### config.mk
export PLATFORM = sky130hd
export DESIGN_NAME = id_stage
export DESIGN_NICKNAME = d
export VERILOG_FILES = /design/src/rtl/rv_pkg.sv /design/src/rtl/id_stage_reg_file.sv /design/src/rtl/id_stage.sv
export SDC_FILE = /design/constraint.sdc
export NUM_CORES = 2
export LEC_CHECK = 0
export BUFFER_PORTS_ARGS = -buffer_cell sky130_fd_sc_hd__buf_2
export CAP_MARGIN = 20
export CORE_MARGIN = 3
export CORE_UTILIZATION = 30
export DETAILED_ROUTE_END_ITERATION = 10
export GPL_ROUTABILITY_DRIVEN = 0
export PLACE_DENSITY = 0.45
export SETUP_SLACK_MARGIN = 0.15
export SLEW_MARGIN = 20
export SYNTH_ARGS = -nofsm -noshare
export SYNTH_HDL_FRONTEND = slang
export SYNTH_SLANG_ARGS = --single-unit
### constraint.sdc
create_clock -name clk -period 3.61 [get_ports clk]
set_input_delay 0.1805 -clock clk [delete_from_list [all_inputs] [get_ports clk]]
set_output_delay 0.1805 -clock clk [all_outputs]
set_load 0.05 [all_outputs]
### src/rtl/rv_pkg.sv
// Shared RV32I decode types: pipeline register layouts, opcode map, ALU op
// and immediate-format selectors.
package rv_pkg;

  localparam logic [6:0] OPC_LUI    = 7'b0110111;
  localparam logic [6:0] OPC_AUIPC  = 7'b0010111;
  localparam logic [6:0] OPC_JAL    = 7'b1101111;
  localparam logic [6:0] OPC_JALR   = 7'b1100111;
  localparam logic [6:0] OPC_BRANCH = 7'b1100011;
  localparam logic [6:0] OPC_LOAD   = 7'b0000011;
  localparam logic [6:0] OPC_STORE  = 7'b0100011;
  localparam logic [6:0] OPC_OP_IMM = 7'b0010011;
  localparam logic [6:0] OPC_OP     = 7'b0110011;
  localparam logic [6:0] OPC_FENCE  = 7'b0001111;

  localparam logic [31:0] NOP_INSTR = 32'h0000_0013;

  typedef enum logic [3:0] {
    ALU_ADD    = 4'd0,
    ALU_SUB    = 4'd1,
    ALU_SLL    = 4'd2,
    ALU_SLT    = 4'd3,
    ALU_SLTU   = 4'd4,
    ALU_XOR    = 4'd5,
    ALU_SRL    = 4'd6,
    ALU_SRA    = 4'd7,
    ALU_OR     = 4'd8,
    ALU_AND    = 4'd9,
    ALU_PASS_B = 4'd10
  } alu_op_e;

  typedef enum logic [2:0] {
    IMM_NONE = 3'd0,
    IMM_I    = 3'd1,
    IMM_S    = 3'd2,
    IMM_B    = 3'd3,
    IMM_U    = 3'd4,
    IMM_J    = 3'd5
  } imm_sel_e;

  typedef struct packed {
    logic [31:0] pc;
    logic [31:0] instr;
    logic        valid;
  } IF_ID_t;

  typedef struct packed {
    logic        valid;
    logic        illegal;
    logic [31:0] pc;
    logic [31:0] rs1_data;
    logic [31:0] rs2_data;
    logic [31:0] imm;
    logic [4:0]  rs1;
    logic [4:0]  rs2;
    logic [4:0]  rd;
    logic        reg_write;
    logic        mem_read;
    logic        mem_write;
    logic        branch;
    logic        jal;
    logic        jalr;
    logic        alu_src_imm;
    logic        lui;
    logic        auipc;
    alu_op_e     alu_op;
    logic [2:0]  funct3;
  } ID_EX_t;

endpackage

### src/rtl/id_stage_reg_file.sv
// Two-read / one-write register file; x0 reads as zero and reads see a
// same-cycle write-back (write-first bypass).
module reg_file #(
  parameter int unsigned XLEN  = 32,
  parameter int unsigned NREGS = 32,
  parameter int unsigned AW    = $clog2(NREGS)
) (
  input  logic            clk,
  input  logic            rst,
  input  logic [AW-1:0]   ra1_i,
  input  logic [AW-1:0]   ra2_i,
  output logic [XLEN-1:0] rd1_o,
  output logic [XLEN-1:0] rd2_o,
  input  logic            we_i,
  input  logic [AW-1:0]   wa_i,
  input  logic [XLEN-1:0] wd_i
);

  logic [XLEN-1:0] regs_q [NREGS];
  logic [XLEN-1:0] regs_d [NREGS];

  always_comb begin
    regs_d = regs_q;
    if (we_i && (wa_i != '0)) regs_d[wa_i] = wd_i;
  end

  always_ff @(posedge clk) begin
    if (rst) regs_q <= '{default: '0};
    else     regs_q <= regs_d;
  end

  assign rd1_o = (ra1_i == '0)                ? '0   :
                 (we_i && (wa_i == ra1_i))    ? wd_i : regs_q[ra1_i];
  assign rd2_o = (ra2_i == '0)                ? '0   :
                 (we_i && (wa_i == ra2_i))    ? wd_i : regs_q[ra2_i];

endmodule

### src/rtl/id_stage.sv
// RV32I decode stage: register read, immediate/control generation,
// load-use hazard detection and the ID/EX pipeline register.
module id_stage
  import rv_pkg::*;
#(
  parameter int unsigned XLEN     = 32,
  parameter int unsigned NREGS    = 32,
  parameter logic [31:0] RESET_PC = 32'h0000_0000
) (
  input  logic            clk,
  input  logic            rst,
  input  IF_ID_t          if_id_i,
  input  logic            flush_id_i,
  input  logic            stall_id_i,
  input  logic            ex_mem_read_i,
  input  logic [4:0]      ex_rd_i,
  input  logic            wb_we_i,
  input  logic [4:0]      wb_rd_i,
  input  logic [XLEN-1:0] wb_data_i,
  output logic            load_use_stall_o,
  output ID_EX_t          id_ex_o
);

  logic [31:0]     instr;
  logic [6:0]      opcode;
  logic [4:0]      rs1, rs2, rd;
  logic [2:0]      funct3;
  logic [XLEN-1:0] rs1_data, rs2_data;
  logic            rs1_used, rs2_used;
  imm_sel_e        imm_sel;
  logic [31:0]     imm;
  alu_op_e         arith_op;
  ID_EX_t          ctl, decoded, bubble, id_ex_d, id_ex_q;

  assign instr  = if_id_i.instr;
  assign opcode = instr[6:0];
  assign rd     = instr[11:7];
  assign funct3 = instr[14:12];
  assign rs1    = instr[19:15];
  assign rs2    = instr[24:20];

  reg_file #(.XLEN(XLEN), .NREGS(NREGS)) u_reg_file (
    .clk   (clk),
    .rst   (rst),
    .ra1_i (rs1),
    .ra2_i (rs2),
    .rd1_o (rs1_data),
    .rd2_o (rs2_data),
    .we_i  (wb_we_i),
    .wa_i  (wb_rd_i),
    .wd_i  (wb_data_i)
  );

  // instr[30] selects SUB only for register-register ops; SRA/SRAI share it.
  always_comb begin
    case (funct3)
      3'b000:  arith_op = (opcode == OPC_OP && instr[30]) ? ALU_SUB : ALU_ADD;
      3'b001:  arith_op = ALU_SLL;
      3'b010:  arith_op = ALU_SLT;
      3'b011:  arith_op = ALU_SLTU;
      3'b100:  arith_op = ALU_XOR;
      3'b101:  arith_op = instr[30] ? ALU_SRA : ALU_SRL;
      3'b110:  arith_op = ALU_OR;
      default: arith_op = ALU_AND;
    endcase
  end

  always_comb begin
    ctl          = '0;
    ctl.valid    = 1'b1;
    ctl.pc       = if_id_i.pc;
    ctl.rs1      = rs1;
    ctl.rs2      = rs2;
    ctl.rd       = rd;
    ctl.funct3   = funct3;
    ctl.rs1_data = rs1_data;
    ctl.rs2_data = rs2_data;
    ctl.alu_op   = ALU_ADD;
    imm_sel      = IMM_NONE;
    rs1_used     = 1'b1;
    rs2_used     = 1'b0;
    case (opcode)
      OPC_LUI: begin
        ctl.reg_write = 1'b1; ctl.alu_src_imm = 1'b1; ctl.lui = 1'b1;
        ctl.alu_op = ALU_PASS_B; imm_sel = IMM_U; rs1_used = 1'b0;
      end
      OPC_AUIPC: begin
        ctl.reg_write = 1'b1; ctl.alu_src_imm = 1'b1; ctl.auipc = 1'b1;
        imm_sel = IMM_U; rs1_used = 1'b0;
      end
      OPC_JAL: begin
        ctl.reg_write = 1'b1; ctl.jal = 1'b1; imm_sel = IMM_J; rs1_used = 1'b0;
      end
      OPC_JALR: begin
        ctl.reg_write = 1'b1; ctl.jalr = 1'b1; ctl.alu_src_imm = 1'b1; imm_sel = IMM_I;
      end
      OPC_BRANCH: begin
        ctl.branch = 1'b1; ctl.alu_op = ALU_SUB; imm_sel = IMM_B; rs2_used = 1'b1;
      end
      OPC_LOAD: begin
        ctl.reg_write = 1'b1; ctl.mem_read = 1'b1; ctl.alu_src_imm = 1'b1; imm_sel = IMM_I;
      end
      OPC_STORE: begin
        ctl.mem_write = 1'b1; ctl.alu_src_imm = 1'b1; imm_sel = IMM_S; rs2_used = 1'b1;
      end
      OPC_OP_IMM: begin
        ctl.reg_write = 1'b1; ctl.alu_src_imm = 1'b1; ctl.alu_op = arith_op; imm_sel = IMM_I;
      end
      OPC_OP: begin
        ctl.reg_write = 1'b1; ctl.alu_op = arith_op; rs2_used = 1'b1;
      end
      OPC_FENCE: ;
      default: ctl.illegal = 1'b1;
    endcase
    if (rd == 5'd0) ctl.reg_write = 1'b0;
  end

  always_comb begin
    case (imm_sel)
      IMM_I:   imm = {{20{instr[31]}}, instr[31:20]};
      IMM_S:   imm = {{20{instr[31]}}, instr[31:25], instr[11:7]};
      IMM_B:   imm = {{19{instr[31]}}, instr[31], instr[7], instr[30:25], instr[11:8], 1'b0};
      IMM_U:   imm = {instr[31:12], 12'b0};
      IMM_J:   imm = {{11{instr[31]}}, instr[31], instr[19:12], instr[20], instr[30:21], 1'b0};
      default: imm = '0;
    endcase
  end

  assign load_use_stall_o = if_id_i.valid && !flush_id_i && ex_mem_read_i && (ex_rd_i != 5'd0) &&
                            ((rs1_used && (rs1 == ex_rd_i)) || (rs2_used && (rs2 == ex_rd_i)));

  // A bubble is the reset value: no valid, no side-effecting flags.
  always_comb begin
    bubble      = '0;
    bubble.pc   = RESET_PC;
    decoded     = ctl;
    decoded.imm = imm;
  end

  always_comb begin
    id_ex_d = id_ex_q;
    if (flush_id_i)                               id_ex_d = bubble;
    else if (stall_id_i)                          id_ex_d = id_ex_q;
    else if (load_use_stall_o || !if_id_i.valid)  id_ex_d = bubble;
    else                                          id_ex_d = decoded;
  end

  always_ff @(posedge clk) begin
    if (rst) id_ex_q <= bubble;
    else     id_ex_q <= id_ex_d;
  end

  assign id_ex_o = id_ex_q;

endmodule

==> reports/qor_table.md <==
| Result | Reported |
| --- | --- |
| Status | finished, final reports clean |
| Drt initial violations | 6,618 |
| Multi-input combinational cell area | 32,100 µm² |
| Clock Skews | 22.0 ps |
| Delay-heaviest family, CP | buffers and inverters |
| Total number of vias | 52,200 |
| Area growth from synthesis to layout | 17.2% |
| Number of max-cap violations | 0 |
| Period minus WS final | 2880 ps |
| Data required time of the worst path | 3430 ps |
| Standard-cell rows | 161 |
| Latest clock arrival within the worst-skew pair | 810 ps |
| Buffers added on ports | 274 |
| Part of the Yosys area used for sequential elements | 0.404 |
| Net Count, Synth | 6,577 |
| Fraction of layout instances using a drive strength above 1 | 0.201 |
| Setup slack, reg-to-reg | 1500 ps |
| Core area | 193,000 µm² |
| Highest achievable clock rate | 347 MHz |
| Effective utilization at floorplan | 0.303 |
| Global-route wire length before repair | 379 mm |
| Endpoint of the lowest-slack register-to-register path | id_ex_o[109] |
| Buffers & Inverters on Critical Path | 4 |
| CTS tree | built |
| DPL Wire Length | 160 mm |
| Critical path startpoint category | input pin |
| Distinct cell type count after synthesis | 67 |
| Setup TNS | 0 ps |
| Net count, final | 6,594 |
| Storage cell area | 23,700 µm² |
| Chip Width | 448 µm |
| Peak supply drop | 525 µV |
| P_leak | 23.3 nW |
| Clock Root Buffer | sky130_fd_sc_hd__clkbuf_16 |
| Maximum fanout along the worst path | 17 |
| Finished Core Util | 0.356 |
| Gate count of the mapped netlist | 6,464 |
| Unrepaired setup endpoints after global routing | no |
| Initial antenna violation count | 31 |
| Final Hold Fails | 0 |
| Worst relative slew slack | 0.208 |
| Class of the worst hold path | input pin to flip-flop |
| Count of clock tree sinks | 1,185 |
| EDFF count, synth | 0 |
| DRC errors left | 0 |
| Pre-antenna DRT Iters | 6 |
| Remaining antenna violation count | 0 |
| Average size of a mapped cell | 9.07 µm² |
| Sequence of cells on the critical path | dlygate4sd3_1, buf_2, nor2b_1, and3_1, buf_4, or2_2, nor2_1, a31oi_1, nor2_1, buf_2 |
| Primary flip-flop cell chosen by synthesis mapping | sky130_fd_sc_hd__dfxtp_1 |
| Cts bufs inserted | 142 |
| Final standard cell area without fillers | 68,800 µm² |
| Vias per cell | 5.71 |
| Number of cells traversed by the worst hold path | 4 |
| Worst-margin pin slew | 1190 ps |
| Largest net degree at the start of global routing | 193 |
| Crit end category | output pin |
| Vertical die dimension | 448 µm |
| Final Cycle Share | 0.798 |
| Hold-critical path endpoint | id_ex_o[93] |
| Total overflow reported by the global router | 0 |
| Number of global-route vias before repair | 49,300 |
| Total wirelength of the detailed-routed design | 268 mm |
| Register bit total from synthesis | 1,185 |
| Reg2Reg Depth | 6 |
| Worst-path clk slew | 60 ps |
| Critical path's largest stage delay | 540 ps |
| Arrival time of data at the critical path endpoint | 2700 ps |
| Final max-slew violation count | 0 |
| Maximum root-to-sink buffer count | 3 |
| Category of the most critical setup path | input pin to output pin |
| Instance area after placement | 62,800 µm² |
| Worst Hold Launch | wb_we_i |
| Async SR Flop Fraction | 0 |
| Overall fraction of global-route tracks in use | 0.260 |
| Yosys Warn Count | 0 |
| FILL cells | 19,500 |
| Detail-routed net length per standard cell | 29.4 µm |
| Power density cells | 453 nW/µm² |
| Total of endpoints with negative setup slack in the final report | 0 |
| Startpoint of the worst register-to-register path | u_reg_file.regs_q[910] |
| Die ar. | 201,000 µm² |
| H-tree depth reported by CTS | 4 |
| Top-Level Pins | 275 |
| Cell type of the slowest stage on the worst timing path | sky130_fd_sc_hd__dlygate4sd3_1 |
| Post-synthesis instance area | 58,700 µm² |
==> stage by stage <==
step	power [mW]	worst slack, ps	cells	hold slack (ps)
after global placement	15.9	794	8766	416
after CTS	31.3	750	9119	28.1
after floorplan	15.0	1390	6464	325
after detailed placement	15.9	822	8766	423
after global routing	32.0	642	9127	105
final	31.1	730	9132	88.9
==> final cells by class <==
cell class | instances | area share
Multi-Input combinational cell | 4570 | 0.467
Timing Repair Buffer | 577 | 0.0696
Clock inverter | 54 | 0.0115
Inverter | 5 | 0.000273
Tap cell | 2526 | 0.0460
Antenna cell | 13 | 0.000473
Sequential cell | 1185 | 0.345
Clock buffer | 202 | 0.0603
==> metal layers <==
metal,share of wire,wire length [µm],vias up,GRT usage
met3,0.081,21800,488,0.0446
met5,0.00010,27,-,0
met1,0.41,111000,26300,0.345
met4,0.044,11900,4,0.108
met2,0.46,124000,2604,0.418
li1,-,-,22800,-
==> flip-flops by register name (all words and copies together) (netlist names) <==
register	cells
u_reg_file.regs_q	1024
id_ex_o	161
==> cell usage in the layout (no fill, tap or decap), types with 68 or more instances in the layout <==
cell	Yosys	final
sky130_fd_sc_hd__nand2_1	2071	2038
sky130_fd_sc_hd__dfxtp_1	1185	1185
sky130_fd_sc_hd__a21oi_1	1076	1076
sky130_fd_sc_hd__mux4_2	502	502
sky130_fd_sc_hd__buf_2	109	264
sky130_fd_sc_hd__mux2i_1	191	191
sky130_fd_sc_hd__clkbuf_16	0	145
sky130_fd_sc_hd__buf_4	24	143
sky130_fd_sc_hd__dlygate4sd3_1	0	97
sky130_fd_sc_hd__nor2_1	113	84
sky130_fd_sc_hd__nor2b_1	73	73
sky130_fd_sc_hd__and3_1	68	68
==> synth_stat cells, types with 9 or more instances <==
master | instances | area share
sky130_fd_sc_hd__a221o_1 | 62 | 0.011
sky130_fd_sc_hd__nor2_1 | 113 | 0.0072
sky130_fd_sc_hd__a22oi_1 | 61 | 0.0078
sky130_fd_sc_hd__o221ai_1 | 63 | 0.0094
sky130_fd_sc_hd__mux4_2 | 502 | 0.19
sky130_fd_sc_hd__a32oi_1 | 10 | 0.0015
sky130_fd_sc_hd__mux4_1 | 9 | 0.0040
sky130_fd_sc_hd__buf_4 | 24 | 0.0031
sky130_fd_sc_hd__o21ai_1 | 29 | 0.0025
sky130_fd_sc_hd__buf_2 | 109 | 0.0093
sky130_fd_sc_hd__mux2i_1 | 191 | 0.033
sky130_fd_sc_hd__xor2_1 | 13 | 0.0019
sky130_fd_sc_hd__buf_6 | 30 | 0.0058
sky130_fd_sc_hd__or3_1 | 26 | 0.0028
sky130_fd_sc_hd__and3_1 | 68 | 0.0073
sky130_fd_sc_hd__a211oi_1 | 38 | 0.0049
sky130_fd_sc_hd__a21oi_1 | 1076 | 0.092
sky130_fd_sc_hd__clkbuf_1 | 501 | 0.032
sky130_fd_sc_hd__a211o_1 | 35 | 0.0052
sky130_fd_sc_hd__clkbuf_2 | 30 | 0.0026
sky130_fd_sc_hd__dfxtp_1 | 1185 | 0.40
sky130_fd_sc_hd__mux2_2 | 30 | 0.0058
sky130_fd_sc_hd__nor2b_1 | 73 | 0.0078
sky130_fd_sc_hd__nand2_1 | 2071 | 0.13
==> report_power, final <==
group / switching (mW) / internal, mW
Sequential: 0.0775 / 13.2
Combinational: 1.74 / 0.782
Clock: 6.20 / 9.17
Total: 8.01 / 23.1
==> kinds of logic after synthesis <==
family / after synthesis / share of synthesized area
AO/OA/AOI/OAI: 1403 / 0.138
XOR/XNOR: 20 / 0.00299
buffers and inverters: 709 / 0.0542
flip-flops: 1185 / 0.404
multiplexers: 733 / 0.235
AND/OR/NAND/NOR: 2414 / 0.165
==> worst reg2reg max path: stages (launching register included) <==
cell and delay, ps:
sky130_fd_sc_hd__dfxtp_1 320, sky130_fd_sc_hd__mux4_2 460, sky130_fd_sc_hd__nor2b_1 140, sky130_fd_sc_hd__a211oi_1 250
sky130_fd_sc_hd__a211o_1 250, sky130_fd_sc_hd__o221ai_1 240, sky130_fd_sc_hd__a221o_1 340
==> worst max path at each step <==
stage / from / end / slack [ps] / cells after the start
after CTS: if_id_i[7] / load_use_stall_o / 750 / 10
after floorplan: if_id_i[4] / load_use_stall_o / 1390 / 9
final: if_id_i[7] / load_use_stall_o / 730 / 10
after global routing: if_id_i[3] / id_ex_o[42] / 640 / 11
after detailed placement: if_id_i[21] / id_ex_o[83] / 820 / 8
after global placement: if_id_i[21] / id_ex_o[71] / 790 / 8
==> what timing repair did <==
| action | CTS | global route |
|---|---|---|
| hold endpoints to repair | 1074 | 0 |
| setup buffers | 0 | 0 |
| hold buffers | 97 | 0 |
| resized for setup | 0 | 0 |
Note: power is estimated with default switching activity, not from simulation.
